### src/rtl/serial_compare_ctrl.sv
// Serial unsigned magnitude comparator: walks 2-bit slices MSB first through one
// shared slice comparator and hands off G/E/L plus the slice count over valid/ready.
module serial_compare_ctrl #(
    parameter int nb = 8
) (
    input  logic                   clk,
    input  logic                   rst_n,
    input  logic                   in_valid,
    output logic                   in_ready,
    input  logic [nb-1:0]          A,
    input  logic [nb-1:0]          B,
    input  logic                   abort,
    output logic                   out_valid,
    input  logic                   out_ready,
    output logic                   G,
    output logic                   E,
    output logic                   L,
    output logic [$clog2(nb/2):0]  slices,
    output logic                   busy
);

    localparam int ns = nb / 2;
    localparam int SW = $clog2(ns) + 1;
    localparam int IW = (ns > 1) ? $clog2(ns) : 1;

    typedef enum logic [1:0] {IDLE, RUN, DONE} state_t;

    state_t          state_q, state_d;
    logic [IW-1:0]   idx_q, idx_d;
    logic [nb-1:0]   a_q, a_d, b_q, b_d;
    logic            g_q, g_d, e_q, e_d, l_q, l_d;
    logic [SW-1:0]   slices_q, slices_d;
    logic [1:0]      a_sl, b_sl;
    logic [2:0]      gel;

    // Single 2-bit magnitude slice, returned as {g, e, l}.
    function automatic logic [2:0] cmp2(input logic [1:0] a, input logic [1:0] b);
        return {a > b, a == b, a < b};
    endfunction

    always_comb begin
        state_d  = state_q;
        idx_d    = idx_q;
        a_d      = a_q;
        b_d      = b_q;
        g_d      = g_q;
        e_d      = e_q;
        l_d      = l_q;
        slices_d = slices_q;
        a_sl     = a_q[{idx_q, 1'b0} +: 2];
        b_sl     = b_q[{idx_q, 1'b0} +: 2];
        gel      = cmp2(a_sl, b_sl);

        case (state_q)
            IDLE: begin
                if (in_valid) begin
                    a_d      = A;
                    b_d      = B;
                    idx_d    = IW'(ns - 1);
                    g_d      = 1'b0;
                    e_d      = 1'b0;
                    l_d      = 1'b0;
                    slices_d = '0;
                    state_d  = RUN;
                end
            end
            RUN: begin
                slices_d = slices_q + SW'(1);
                // Abort outranks a compare that would otherwise terminate this cycle.
                if (abort) begin
                    g_d     = 1'b0;
                    e_d     = 1'b0;
                    l_d     = 1'b0;
                    state_d = IDLE;
                end else if (gel[2] || gel[0]) begin
                    g_d     = gel[2];
                    e_d     = 1'b0;
                    l_d     = gel[0];
                    state_d = DONE;
                end else if (idx_q == '0) begin
                    g_d     = 1'b0;
                    e_d     = 1'b1;
                    l_d     = 1'b0;
                    state_d = DONE;
                end else begin
                    idx_d = idx_q - IW'(1);
                end
            end
            DONE: begin
                if (out_ready) begin
                    state_d = IDLE;
                end
            end
            default: state_d = IDLE;
        endcase
    end

    always_ff @(posedge clk or negedge rst_n) begin
        if (!rst_n) begin
            state_q  <= IDLE;
            idx_q    <= IW'(ns - 1);
            a_q      <= '0;
            b_q      <= '0;
            g_q      <= 1'b0;
            e_q      <= 1'b0;
            l_q      <= 1'b0;
            slices_q <= '0;
        end else begin
            state_q  <= state_d;
            idx_q    <= idx_d;
            a_q      <= a_d;
            b_q      <= b_d;
            g_q      <= g_d;
            e_q      <= e_d;
            l_q      <= l_d;
            slices_q <= slices_d;
        end
    end

    assign in_ready  = (state_q == IDLE);
    assign busy      = (state_q == RUN);
    assign out_valid = (state_q == DONE);
    assign G         = g_q;
    assign E         = e_q;
    assign L         = l_q;
    assign slices    = slices_q;

endmodule

### config.mk
export PLATFORM = sky130hd
export DESIGN_NAME = serial_compare_ctrl
export DESIGN_NICKNAME = d
export VERILOG_FILES = /design/src/rtl/serial_compare_ctrl.sv
export SDC_FILE = /design/constraint.sdc
export NUM_CORES = 1
export LEC_CHECK = 0
export ABC_AREA = 1
export ABC_CLOCK_PERIOD_IN_PS = 3700
export BUFFER_PORTS_ARGS = -buffer_cell sky130_fd_sc_hd__buf_2
export CAP_MARGIN = 25
export CELL_PAD_IN_SITES_DETAIL_PLACEMENT = 1
export CELL_PAD_IN_SITES_GLOBAL_PLACEMENT = 1
export CORE_MARGIN = 2
export CORE_UTILIZATION = 44
export DETAILED_ROUTE_END_ITERATION = 12
export GPL_TIMING_DRIVEN = 0
export PLACE_DENSITY = 0.95
export SLEW_MARGIN = 25
export SYNTH_ARGS = -nofsm -noshare
export SYNTH_HDL_FRONTEND = slang
export SYNTH_SLANG_ARGS = --single-unit
### constraint.sdc
create_clock -name clk -period 3.7 [get_ports clk]
set_clock_uncertainty 0.1 [all_clocks]
set_input_delay 1.11 -clock clk [delete_from_list [all_inputs] [get_ports clk]]
set_output_delay 1.11 -clock clk [all_outputs]
set_load 0.005 [all_outputs]
### Word-level counts from Yosys, hierarchy flattened

Index checks and enable logic that the tools add are counted.

* register bits after elaboration: 26
* latch bits: 0
* RAM bits: 0
* ROM bits: 0
* input bits: 21
* output and inout bits: 9
* logic and storage cells: 56
* memories kept: 0

* $add $sub $neg: 2
* multipliers: 0
* div/mod/pow operators: 0
* order comparisons: 2
* equal/unequal tests: 8
* shifts and indexed selects: 2
* multiplexer cells: 25
* bitwise logic cells: 0
* reductions and logical operators: 9

Operators with widths (number)
* 2-bit two-way mux: 9
* 8-bit by 4-bit indexed part select with 2-bit output: 2
* 1-bit two-way mux: 9
* 2-bit inequality test, second input constant: 4
* 1-bit case mux with 2 select lines: 3
* 2-bit case mux with 3 select lines: 1
* 3-bit case mux with 2 select lines: 1
* 3-bit AND reduction: 2
* 5-bit AND reduction: 1
* 2-bit zero test: 2
* 4-bit by 2-bit inequality test with 1-bit output, second input constant: 1
* 2-bit case mux with 2 select lines: 1
* 2-bit AND reduction: 2
* 3-bit by 1-bit adder with 3-bit output, second input constant: 1
* 3-bit two-way mux: 1
* 2-bit by 1-bit == test with 1-bit output, second input constant: 1
* 2-bit == test, second input constant: 1
* 2-bit greater-than comparator: 1
* 2-bit < comparator: 1
* 2-bit by 1-bit inequality test with 1-bit output, second input constant: 1
* 2-bit nonzero test: 1
* 2-bit by 1-bit subtractor with 2-bit output, second input constant: 1
* 1-bit logical OR: 1

### Longest topological paths before layout

* word-level depth: 6
* gate-level depth with buffers: 11
* depth with buffers taken out: 11

### Worst setup path before layout

No wires, ideal clock.

* path kind: register -> register
* start point: reg idx_q[0]
* end point: reg e_q, in the netlist E
* library setup time: 0.117 ns
* arrival time: 1.686 ns
* data required time: 3.483 ns
* slack: 1.797 ns
* stages on the path, launching flop included: 11
* path buffers: 1
* period minus slack after synthesis: 1.903 ns
* cell sequence: dfstp_2 -> buf_2 -> nand2_1 -> a32o_1 -> ha_1 -> nand2_1 -> nand2_1 -> nand4_4 -> nand2_1 -> nand2_1 -> nand2_1

* word-level cells in the longest chain between the ends: 6
* elaborated cells between the ends (all ways): 11
* those cells by class: 2 x order compare; 1 x eq/ne; 2 x shift; 3 x mux; 3 x reduce/logical

Ends and longest elaborated chain
* from (decl): line 29 `logic [IW-1:0] idx_q, idx_d;`
* from (signal assigned): line 101 `idx_q <= IW'(ns - 1);`
* from (signal assigned): line 110 `idx_q <= idx_d;`
* 8-bit by 4-bit indexed part select with 2-bit output, on equally long branches: line 50, 51
* 2-bit greater-than comparator / 2-bit < comparator (equally long branches): line 38 `return {a > b, a == b, a < b};`
* 1-bit logical OR: line 75 `end else if (gel[2] || gel[0]) begin`
* 1-bit two-way mux: line 75
* 1-bit two-way mux: line 70 `if (abort) begin`
* 1-bit case mux with 2 select lines: line 54 `case (state_q)`
* to (signal assigned): line 105 `e_q <= 1'b0;`
* to (signal assigned): line 114 `e_q <= e_d;`
* to (decl): line 31 `logic g_q, g_d, e_q, e_d, l_q, l_d;`

Several ways; a longest one is shown, not always the timed one.
A chain may end at the register's enable or synchronous reset.

### Worst setup path after layout

* start point: reg state_q[1]
* end point: out busy

* word-level cells in the longest chain between the ends: 1

Ends and longest elaborated chain
* from (decl): line 28 `state_t state_q, state_d;`
* from (signal assigned): line 109 `state_q <= state_d;`
* 2-bit by 1-bit == test with 1-bit output: line 121 `assign busy = (state_q == RUN);`
* to (decl): line 19 `output logic busy`

No other way between the ends.

==> results.txt <==
Outcome: complete, but fails checks
Failing checks: design-rule violations
Slowest Stage Delay on Critical Path: 420 ps
Routed wire length: 2920 µm
Port Buf Inserts: 29
Worst Tran Pin Value: 563 ps
#FFs+latches synth: 26
Leakage power: 0.835 nW
CTS root buf: clkbuf_4
Top cell by count, worst path: inv_1
Multi-input logic area: 592 µm²
Worst path cell trace: inv_1 -> nand2_1 -> inv_1 -> buf_2
Power Density: 924 mW/mm²
Ports: 30
Hold WC Path Type: reg2reg
Starting Density: 47.1%
Cells on Worst Hold Path: 1
Cts repair resizes: 0
HPWL after DPL: 2280 µm
Critical Path AT: 1270 ps
Syn. warnings: 0
Hold-fix buffer count after cts: 0
Routed len/inst: 15.7 µm
Worst Path Max Fanout: 4
Worst r2r path cells: 10
Via count: 984
Peak Freq: 404 MHz
Largest net degree at the start of global routing: 27
RSZ-0062 raised after global routing: no
Pwr Total: 1.42 mW
TritonCTS clock tree: built
MaxCap Viol Count: 0
Reg clk slew, reported paths: 130 ps
Post-Route Utilization: 54.6%
Tcrit/Tclk final: 67.0%
Reg2reg start: idx_q[0]
Worst Hold Margin: 378 ps
CP max stage cell: dfrtp_1
Synth Net Count: 147
Worst EP required: 2490 ps
Drt initial violations: 21
First-pass GRT wire length: 5100 µm
Clk_lat worst skew: 320 ps
Startpoint Class: flip-flop
CP endpoint kind: output port
TritonRoute pass-1 iters: 8
Postcts setup bufs: 0
Vias in the first global route: 1,109
Vias per cell: 5.29
Number of buffers created by CTS: 3
CP Class: reg2out
Row cnt: 19
CTS Sinks: 26
Total grt overflow: 0
DRC: 1
Placed inst area: 0.00151 mm²
Minimum clock period: 2480 ps
Worst R2R Setup Slack: 1450 ps
R2R Path End: idx_q[0]
CTS Buffer Depth: 2
Final setup vio count: 0
Post-DRT Antenna Nets: 0
Layout net count: 181
Post-synthesis sequential area ratio: 49.4%
Die H: 58.8 µm
Register area: 653 µm²
DIE AREA: 0.00346 mm²
Fin. Hold Viols: 0
Hold path endpoint: slices[2]
Worst hold start: slices[2]
Initial antenna violation count: 0
Antenna fix cells: 0
Peak VDD IR: 0.000385 V
Distinct cells, synth: 22
Max_slew headroom: 62.4%
Die width: 58.8 µm
Post-Syn Area per Cell: 10.8 µm²
Design Area, Final: 0.00153 mm²
Fin. max-slew vios: 0
# fillers: 333
Post-Syn Instances: 122
Gpl congestion: 0.733
Share of cells above drive strength 1: 36.8%
Synthesized area: 0.00132 mm²
Syn-to-layout area delta: 15.9%
Area of the core: 0.00281 mm²
H-tree lvl count: 1
Gr usage total: 19.6%
Final TNS setup: 0 ps
## registers in the layout, summed over array words and instances, names as in the netlist
name     cells
E            1
G            1
L            1
a_q          8
b_q          8
idx_q        2
slices       3
state_q      2
## cell families (layout without fill, tap and decap cells)
family / count (synthesis) / after routing / share of synthesized area [%]
AND/OR/NAND/NOR: 44 / 44 / 15.5
buffers and inverters: 16 / 49 / 5.78
AO/OA/AOI/OAI: 16 / 16 / 7.29
adder cells (fa/ha/maj): 4 / 4 / 3.79
flip-flops: 26 / 26 / 49.4
multiplexers: 16 / 16 / 18.2
## how the worst max path moves through the flow
stage | start | to | slack (ps) | cells after the start
floorplan | idx_q[0] | E | 1800 | 10
global placement | idx_q[0] | G | 1610 | 10
detailed placement | idx_q[0] | idx_q[1] | 1460 | 10
CTS | state_q[1] | busy | 1230 | 4
global route | state_q[1] | busy | 1150 | 4
finish | state_q[1] | busy | 1220 | 4
## synth_stat cells, drive strengths merged
| master | count | area share [%] |
|---|---|---|
| a21oi | 3 | 1.1 |
| a22o | 1 | 0.66 |
| a32o | 2 | 1.5 |
| buf | 3 | 2.1 |
| clkinv | 1 | 0.28 |
| dfrtp | 24 | 45 |
| dfstp | 2 | 4.0 |
| ha | 4 | 3.8 |
| inv | 12 | 3.4 |
| mux2 | 16 | 18 |
| nand2 | 29 | 8.4 |
| nand3 | 3 | 1.1 |
| nand3b | 1 | 0.57 |
| nand4 | 2 | 2.1 |
| nor2 | 9 | 3.3 |
| o21ai | 8 | 3.0 |
| o22ai | 2 | 0.95 |
## cell usage in the layout, fill, tap and decap left out, types with 2 or more instances in the layout
cell type	instances
dfrtp_1	24
a32o_1	2
buf_2	30
nor2_1	7
buf_6	2
a21oi_1	3
clkbuf_4	3
o22ai_1	2
nand3_1	3
dfstp_2	2
nand2_1	28
inv_1	12
o21ai_0	8
mux2_4	16
ha_1	4
## metrics by stage
step / setup WS, ps / instances
2_1_floorplan: 1800 / 122
3_3_place_gp: 1610 / 182
3_5_place_dp: 1460 / 182
4_1_cts: 1230 / 186
5_1_grt: 1150 / 186
6_report: 1220 / 186
## power breakdown
group / leakage, nW / internal (mW) / switching (mW)
Sequential: 0.315 / 0.421 / 0.0869
Clock: 0.0150 / 0.0423 / 0.0824
Combinational: 0.505 / 0.356 / 0.427
Total: 0.835 / 0.819 / 0.596
## routing by layer
layer / vias up / GRT usage (%) / wire length, µm
li1: 469 / - / -
met1: 489 / 23.7 / 1220
met2: 19 / 33.3 / 1570
met3: 7 / 3.96 / 81
met4: 0 / 9.42 / 53
met5: - / 0 / 0
## cell type report
cell class,instances,share of cell area (%)
Inverter,13,3.19
Clock buffer,4,1.72
Timing Repair Buffer,29,9.48
Buffer,3,1.80
Multi-Input combinational cell,80,38.6
Sequential cell,26,42.6
Tap cell,31,2.53
## critical path, delay by kind of cell (launching register included)
kind	cells	cell delay (ps)
AND/OR/NAND/NOR	1	130
flip-flops	1	420
buffers and inverters	3	390
Note: power is estimated with default switching activity, not from simulation.
